===== src/rtl/traffic_pkg.sv =====
// Shared light encodings, phase states and default timing for the intersection controller.
package traffic_pkg;

  localparam logic [1:0] RED    = 2'd0;
  localparam logic [1:0] GREEN  = 2'd1;
  localparam logic [1:0] YELLOW = 2'd2;

  localparam int unsigned DEF_MIN_GREEN = 8;
  localparam int unsigned DEF_MAX_GREEN = 24;
  localparam int unsigned DEF_YELLOW    = 3;
  localparam int unsigned DEF_ALL_RED   = 2;
  localparam int unsigned DEF_CNT_W     = 5;

  typedef enum logic [2:0] {
    ALL_RED_TO_NS = 3'd0,
    NS_GREEN      = 3'd1,
    NS_YELLOW     = 3'd2,
    ALL_RED_TO_EW = 3'd3,
    EW_GREEN      = 3'd4,
    EW_YELLOW     = 3'd5
  } phase_t;

  // EW lamp for a given phase; everything not owned by EW is red.
  function automatic logic [1:0] ew_lamp(input phase_t p);
    case (p)
      EW_GREEN:  return GREEN;
      EW_YELLOW: return YELLOW;
      default:   return RED;
    endcase
  endfunction

  // NS lamp for a given phase; everything not owned by NS is red.
  function automatic logic [1:0] ns_lamp(input phase_t p);
    case (p)
      NS_GREEN:  return GREEN;
      NS_YELLOW: return YELLOW;
      default:   return RED;
    endcase
  endfunction

endpackage


===== src/rtl/traffic_phase_scheduler_phase_timer.sv =====
// Phase timer: clears on request, otherwise counts up, optionally holding at a limit.
module phase_timer #(
  parameter int unsigned CNT_W = 5
) (
  input  logic             clk,
  input  logic             rst_n,
  input  logic             clr,
  input  logic             inc,
  input  logic             sat,
  input  logic [CNT_W-1:0] limit,
  output logic [CNT_W-1:0] count
);

  // Counter register with clear priority over increment.
  always_ff @(posedge clk) begin
    if (!rst_n) begin
      count <= '0;
    end else if (clr) begin
      count <= '0;
    end else if (inc && !(sat && (count >= limit))) begin
      count <= count + CNT_W'(1);
    end
  end

endmodule


===== src/rtl/traffic_phase_scheduler.sv =====
// Two-approach intersection controller: latches sensor requests and sequences
// green / yellow / all-red with min/max green hold and rest-in-green.
module traffic_phase_scheduler
  import traffic_pkg::*;
#(
  parameter int unsigned MIN_GREEN = DEF_MIN_GREEN,
  parameter int unsigned MAX_GREEN = DEF_MAX_GREEN,
  parameter int unsigned YELLOW    = DEF_YELLOW,
  parameter int unsigned ALL_RED   = DEF_ALL_RED,
  parameter int unsigned CNT_W     = DEF_CNT_W
) (
  input  logic       clk,
  input  logic       rst_n,
  input  logic       ew_car,
  input  logic       ns_car,
  output logic [1:0] ew_light,
  output logic [1:0] ns_light,
  output logic       ew_pending,
  output logic       ns_pending,
  output logic [2:0] phase
);

  localparam logic [CNT_W-1:0] T_MIN = CNT_W'(MIN_GREEN - 1);
  localparam logic [CNT_W-1:0] T_MAX = CNT_W'(MAX_GREEN - 1);
  localparam logic [CNT_W-1:0] T_YEL = CNT_W'(YELLOW - 1);
  localparam logic [CNT_W-1:0] T_RED = CNT_W'(ALL_RED - 1);

  phase_t           state_q;
  phase_t           state_d;
  logic [CNT_W-1:0] timer;
  logic             state_chg;
  logic             in_green;
  logic             ew_pend_d;
  logic             ns_pend_d;
  logic [1:0]       ew_light_d;
  logic [1:0]       ns_light_d;

  assign phase = state_q;

  phase_timer #(.CNT_W(CNT_W)) u_timer (
    .clk   (clk),
    .rst_n (rst_n),
    .clr   (state_chg),
    .inc   (1'b1),
    .sat   (in_green),
    .limit (T_MAX),
    .count (timer)
  );

  // State, pending latches and lamp registers; lamps are loaded from the
  // next state so they line up with the phase register without extra latency.
  always_ff @(posedge clk) begin
    if (!rst_n) begin
      state_q    <= ALL_RED_TO_NS;
      ew_pending <= 1'b0;
      ns_pending <= 1'b0;
      ew_light   <= RED;
      ns_light   <= RED;
    end else begin
      state_q    <= state_d;
      ew_pending <= ew_pend_d;
      ns_pending <= ns_pend_d;
      ew_light   <= ew_light_d;
      ns_light   <= ns_light_d;
    end
  end

  // Next-state, request latching and lamp decode.
  always_comb begin
    state_d   = state_q;
    ew_pend_d = ew_pending;
    ns_pend_d = ns_pending;

    case (state_q)
      ALL_RED_TO_NS: if (timer == T_RED) state_d = NS_GREEN;
      NS_GREEN:      if (ew_pending && (((timer >= T_MIN) && !ns_car) || (timer >= T_MAX)))
                       state_d = NS_YELLOW;
      NS_YELLOW:     if (timer == T_YEL) state_d = ALL_RED_TO_EW;
      ALL_RED_TO_EW: if (timer == T_RED) state_d = EW_GREEN;
      EW_GREEN:      if (ns_pending && (((timer >= T_MIN) && !ew_car) || (timer >= T_MAX)))
                       state_d = EW_YELLOW;
      EW_YELLOW:     if (timer == T_YEL) state_d = ALL_RED_TO_NS;
      default:       state_d = ALL_RED_TO_NS;
    endcase

    state_chg = (state_d != state_q);
    in_green  = (state_q == NS_GREEN) || (state_q == EW_GREEN);

    // A request is latched whenever its own green is not showing; entering
    // the green clears it and wins over a same-cycle set.
    if (ew_car && (state_q != EW_GREEN)) ew_pend_d = 1'b1;
    if ((state_d == EW_GREEN) && (state_q != EW_GREEN)) ew_pend_d = 1'b0;
    if (ns_car && (state_q != NS_GREEN)) ns_pend_d = 1'b1;
    if ((state_d == NS_GREEN) && (state_q != NS_GREEN)) ns_pend_d = 1'b0;

    ew_light_d = ew_lamp(state_d);
    ns_light_d = ns_lamp(state_d);
  end

endmodule


===== config.mk =====
export PLATFORM = sky130hd
export DESIGN_NAME = traffic_phase_scheduler
export DESIGN_NICKNAME = d
export VERILOG_FILES = /design/src/rtl/traffic_pkg.sv /design/src/rtl/traffic_phase_scheduler_phase_timer.sv /design/src/rtl/traffic_phase_scheduler.sv
export SDC_FILE = /design/constraint.sdc
export NUM_CORES = 1
export LEC_CHECK = 0
export CAP_MARGIN = 20
export CORE_MARGIN = 3
export CORE_UTILIZATION = 35
export CTS_BUF_LIST = sky130_fd_sc_hd__clkbuf_2 sky130_fd_sc_hd__clkbuf_4 sky130_fd_sc_hd__clkbuf_8
export DETAILED_ROUTE_END_ITERATION = 12
export DONT_BUFFER_PORTS = 1
export MAX_ROUTING_LAYER = met4
export SLEW_MARGIN = 20
export SYNTH_ARGS = -nofsm -noshare
export SYNTH_HDL_FRONTEND = slang
export SYNTH_SLANG_ARGS = --single-unit
export TNS_END_PERCENT = 1

===== constraint.sdc =====
create_clock -name clk -period 1.75 [get_ports clk]
set_clock_uncertainty 0.05 [all_clocks]
set_input_delay 0.175 -clock clk [delete_from_list [all_inputs] [get_ports clk]]
set_output_delay 0.175 -clock clk [all_outputs]
set_load 0.02 [all_outputs]

== After elaboration in Yosys (flattened, before gate mapping) ==
Cells that the tools add are included.

* Eq/ne operators: 14
* Order comparisons: 2
* Mux-type cells: 9
* $add $sub $neg: 1
* Reductions and logical operators: 18
* Bitwise logic cells: 1

{| class="wikitable"
|+ Operators by type and width
! operator !! number
|-
| $mux W3 || 6
|-
| $pmux W3 S6 || 1
|-
| $eq A3 B3 Y1 const B || 4
|-
| $eq A3 B2 Y1 const B || 3
|-
| $logic_and A1 B1 Y1 || 9
|-
| $pmux W2 S2 || 2
|-
| $eq A3 B1 Y1 const B || 2
|-
| $reduce_or A2 Y1 || 3
|-
| $add A5 B1 Y5 const B || 1
|-
| $eq A5 B1 Y1 const B || 1
|-
| $eq A5 B2 Y1 const B || 1
|-
| $ge A5 B3 Y1 const B || 1
|-
| $ge A5 B5 Y1 const B || 1
|-
| $logic_not A3 Y1 || 1
|-
| $logic_or A1 B1 Y1 || 3
|-
| $ne A3 B1 Y1 const B || 1
|-
| $ne A3 B3 Y1 || 1
|-
| $ne A3 B3 Y1 const B || 1
|-
| $logic_not A1 Y1 || 2
|-
| $not A1 Y1 || 1
|}

* Bits in registers: 14
* Bits of input ports: 4
* Logic and storage cells: 51
* Output and inout bits: 9

== Logic depth before layout (Yosys ltp) ==
* Depth after elaboration: 9
* Gate-level depth with buffers: 7
* Gate-level depth less buffers: 7

== Cells and area by module ==
Synthesis repeated with hierarchy kept, for this count alone.

* Cells, all modules: 105
* Area total of the unflattened synthesis: 937.1 µm²

{| class="wikitable"
|+ Modules (own cells, without submodules)
! module !! cells each !! area an instance (µm²) !! instances
|-
| traffic_phase_scheduler || 66 || 589.3 || 1
|-
| phase_timer || 39 || 347.8 || 1
|}

== Worst setup path after synthesis ==
OpenSTA, ideal clock, no wires.

* Kind: flip-flop to flip-flop
* From: register u_timer.count[0]
* To: register u_timer.count[2]
* Setup time: 0.091 ns
* Path slack: -0.031 ns
* Stages on the path, launching flop included: 7
* Arrival: 1.640 ns
* Path buffers: 0
* Cell sequence: dfxtp_1 > ha_1 > a211oi_2 > o21a_2 > o2bb2ai_2 > o32a_1 > a311oi_1

* Cells in the longest elaborated chain, start to end: 8
* Elaborated cells on any way between the ends: 21
* Classes of those cells: 1 x add/sub; 2 x order compare; 3 x eq/ne; 7 x mux; 8 x reduce/logical

{| class="wikitable"
|+ Ends and longest elaborated chain
! item !! RTL line !! text
|-
| from (decl) || traffic_phase_scheduler_phase_timer.sv:11 || <nowiki>output logic [CNT_W-1:0] count</nowiki>
|-
| from (signal assigned) || traffic_phase_scheduler_phase_timer.sv:21 || <nowiki>count <= count + CNT_W'(1);</nowiki>
|-
| $ge A5 B3 Y1 || traffic_phase_scheduler.sv:76, traffic_phase_scheduler.sv:80 ||
|-
| $logic_and A1 B1 Y1 (on tied branches) || traffic_phase_scheduler.sv:80, traffic_phase_scheduler.sv:76 ||
|-
| $logic_or A1 B1 Y1 (on tied branches) || traffic_phase_scheduler.sv:80, traffic_phase_scheduler.sv:76 ||
|-
| $logic_and A1 B1 Y1 (on tied branches) || traffic_phase_scheduler.sv:80, traffic_phase_scheduler.sv:76 ||
|-
| $mux W3 (on tied branches) || traffic_phase_scheduler.sv:80, traffic_phase_scheduler.sv:76 ||
|-
| $pmux W3 S6 || traffic_phase_scheduler.sv:74 || <nowiki>case (state_q)</nowiki>
|-
| $ne A3 B3 Y1 || traffic_phase_scheduler.sv:86 || <nowiki>state_chg = (state_d != state_q);</nowiki>
|-
| $reduce_or A2 Y1 (no source line) || -- ||
|}

Several ways; a longest one is shown, not always the timed one.
A chain may end at the register's enable or synchronous reset.

== Worst setup path after layout ==
Ends and elaborated chain as after synthesis.

==> out/results.ini <==
[timing]
worst_pin_slew_ns = 0.506
fin_crit_sh_pct = 106
fmax_mhz = 541
slew_headroom_pct = 66.0
whs_ns = 0.0216
maxSlewViolCount = 0
final-hold-violation-count = 0
period_needed_ns = 1.85
rsz0062_at_grt = true
setup_ws_ns = -0.0993
setup_viol = 8
finalSetupTns_ns = -0.388

[final_layout]
design_area_mm2 = 0.00115
fin_nets = 127
syn2layout_area_growth_pct = 27.5
multi_input_area_um2 = 593
num_antenna_cells = 0
regArea_um2 = 290
nFillCells = 210
drive_gt1_share_pct = 40.3

[outcome]
violations = setup timing
run_status = finished, violations left

[placement]
globalplace.congestion = 0.832
placed_area_um2 = 990
dp_hpwl_um = 1490
portBuffers = 0

[route]
dr.pass1.iters = 4
drc = 0
drt_iter0_markers = 25
detail_route.wl_per_cell_um = 15.4
wl_um = 2260
vias = 833
avgViaCountPerCell = 5.67
drtAntennaViolNets = 0

[yosys]
synth_area_leaders = dfxtp_1 (31%), nor4b_4 (5.3%), nor2_1 (4.6%), ha_1 (4.2%), a21oi_1 (3.9%)
synth_area_um2 = 902
ys.flop_type = dfxtp_1
synth_cells = 99
async_flop_share_pct = 0
yosysTopAreaCellShare_pct = 31.1
postSynthAreaPerCell_um2 = 9.11
synth-edff-count = 0
yosys.cell_types.count = 43
seq_area_frac_synth_pct = 31.1
yosysTopAreaCell = dfxtp_1
ys_ff_latch = 14
synth_nets = 106
yosys_warnings = 0

[global_route]
antenna_found_initial = 0
grtUsageTotal_pct = 15.1
grt_pass1_vias = 808
grt_max_degree = 15
grt_overflow = 0
grt_pass1_wl_um = 3840

[critical_path]
worstPathCellList = inv_1, ha_1, nor4b_4, buf_4, nor2_2, a21oi_1, o32a_1, a311oi_1
rr_endpoint = u_timer.count[2]
cp-start-kind = flop
required_ns = 1.90
r2r-start = u_timer.count[0]
critPathArrivalTime_ns = 2.00
endpoint_kind = flop
r2r_slack_ns = -0.1
cpPeakStageDelay_ns = 0.40
reg2reg_depth = 8
slowest_stage = dfxtp_4
path_class = flop to flop
path_max_fanout = 5

[clock_network]
cts-root-buf = clkbuf_4
cts_buffers = 3
cts_tree = yes
htree_levels = 1
clock-sinks = 14
clk_path_buf_depth = 2
cts.clk_slew.worst_paths_ns = 0.09
clkLatencyLatePin_ns = 0.29

[power]
p_sw_uw = 548
internal_power_uw = 863
p_comb_share_pct = 49.1
powerDensity_mw_per_mm2 = 1230
leakage_uw = 0.000456
power_frac_seq_pct = 33.8
sw_frac_of_total_pct = 38.8
ir_drop_uv = 634
p_clk_share_pct = 17.1

[hold_path]
hold_path_startpoint = rst_n
min_to = phase[2]
hp-class = primary input to flop
hold_path_depth = 2

[floorplanning]
fp-row-count = 17
die_h_um = 56.8
die_w_um = 56.8
core-area_mm2 = 0.00232
num_io_pins = 13
start_util_pct = 38.9
die_area_mm2 = 0.00322

[job]
max_cap_violations = 0

[logic make-up after synthesis]
logic type,count (synthesis),synth area share [%]
xor gates and xnor gates,3,2.91
and+or+nand+nor,40,28.3
AOI/OAI and AO/OA,27,22.9
muxes,1,1.11
DFF,14,31.1
buffers and inverters,11,9.57
adders and majority gates,3,4.16
[how the worst max path moves through the flow]
stage                          start          endpoint  slack (ns)  cells after the start
finish              u_timer.count[0]  u_timer.count[2]        -0.1                      8
global route        u_timer.count[1]       ns_light[1]       -0.19                      9
CTS                 u_timer.count[1]  u_timer.count[3]       -0.05                      7
detailed placement  u_timer.count[0]  u_timer.count[2]       -0.06                      6
global placement    u_timer.count[0]  u_timer.count[2]       -0.02                      6
floorplan           u_timer.count[0]  u_timer.count[2]        0.02                      6
[what timing repair did]
| action | CTS | global route |
|---|---|---|
| endpoints found under the setup margin | 4 | 9 |
| hold endpoints to repair | 4 | 0 |
| buffers inserted | 4 | 1 |
| gates resized for setup | 8 | 12 |
| pin swaps | 5 | 4 |
| hold buffers | 2 | 0 |
[power by group through the flow]
stage	Sequential, µW	Clock, µW	Combinational, µW
detailed placement	448	0	528
floorplan	470	0	341
CTS	462	243	628
global placement	445	0	523
global route	487	262	762
finish	477	241	694
[through the flow]
stage	total power, µW	instances	util [%]	setup WS, ns
global route	1510	147	49.6	-0.189
global placement	969	137	42.7	-0.0224
floorplan	811	99	-	0.0190
finish	1410	147	49.6	-0.0993
CTS	1330	146	47.5	-0.0454
detailed placement	976	137	42.7	-0.0577
[registers in the layout, summed over array words and instances (netlist names)]
register       count
ew_pending         1
phase              3
ns_light           2
ns_pending         1
ew_light           2
u_timer.count      5
[synth_stat cells, types with 3 or more instances]
cell type	n
dfxtp_1	14
nor2_1	11
a21oi_1	7
inv_1	5
nand2_1	5
a211oi_1	4
nand3_1	4
nor3_1	4
buf_6	3
ha_1	3
[cell usage in the layout, fill, tap and decap left out, types with 2 or more instances in the layout]
master / n
a211oi_1: 3
a21oi_1: 6
a21oi_2: 2
buf_4: 19
clkbuf_4: 3
dfxtp_1: 10
dfxtp_2: 2
dfxtp_4: 2
dlygate4sd3_1: 2
ha_4: 2
inv_1: 4
nand2_1: 5
nand2b_1: 2
nand3_1: 4
nand3b_1: 2
nor2_1: 9
nor2_2: 2
nor2b_1: 2
nor3_1: 4
nor4b_4: 2
o21ai_0: 2
xnor2_1: 2
[worst max-delay path, delay by kind of cell (launching register included)]
kind / cells / cell delay, ns
adder cells (fa/ha/maj): 1 / 0.19
buffers and inverters: 2 / 0.24
AND/OR/NAND/NOR: 2 / 0.21
AO/OA/AOI/OAI: 3 / 0.67
flip-flops: 1 / 0.40
[final cells by class]
| type | count | area share, % |
|---|---|---|
| clock buffers | 4 | 3.16 |
| inverters | 5 | 1.85 |
| multi-input cells | 74 | 51.6 |
| flip-flops and latches | 14 | 25.2 |
| well taps | 28 | 3.05 |
| repair buffers | 22 | 15.1 |
[routing by layer]
metal  vias up  track usage, %  part of all wire (%)
met5         -               -                     0
met4         0            4.97                   1.1
met3         4            2.53                   7.7
met2        38            22.1                    46
met1       388            21.0                    45
li1        403               -                     -
Power figures use the tool's default switching activity.
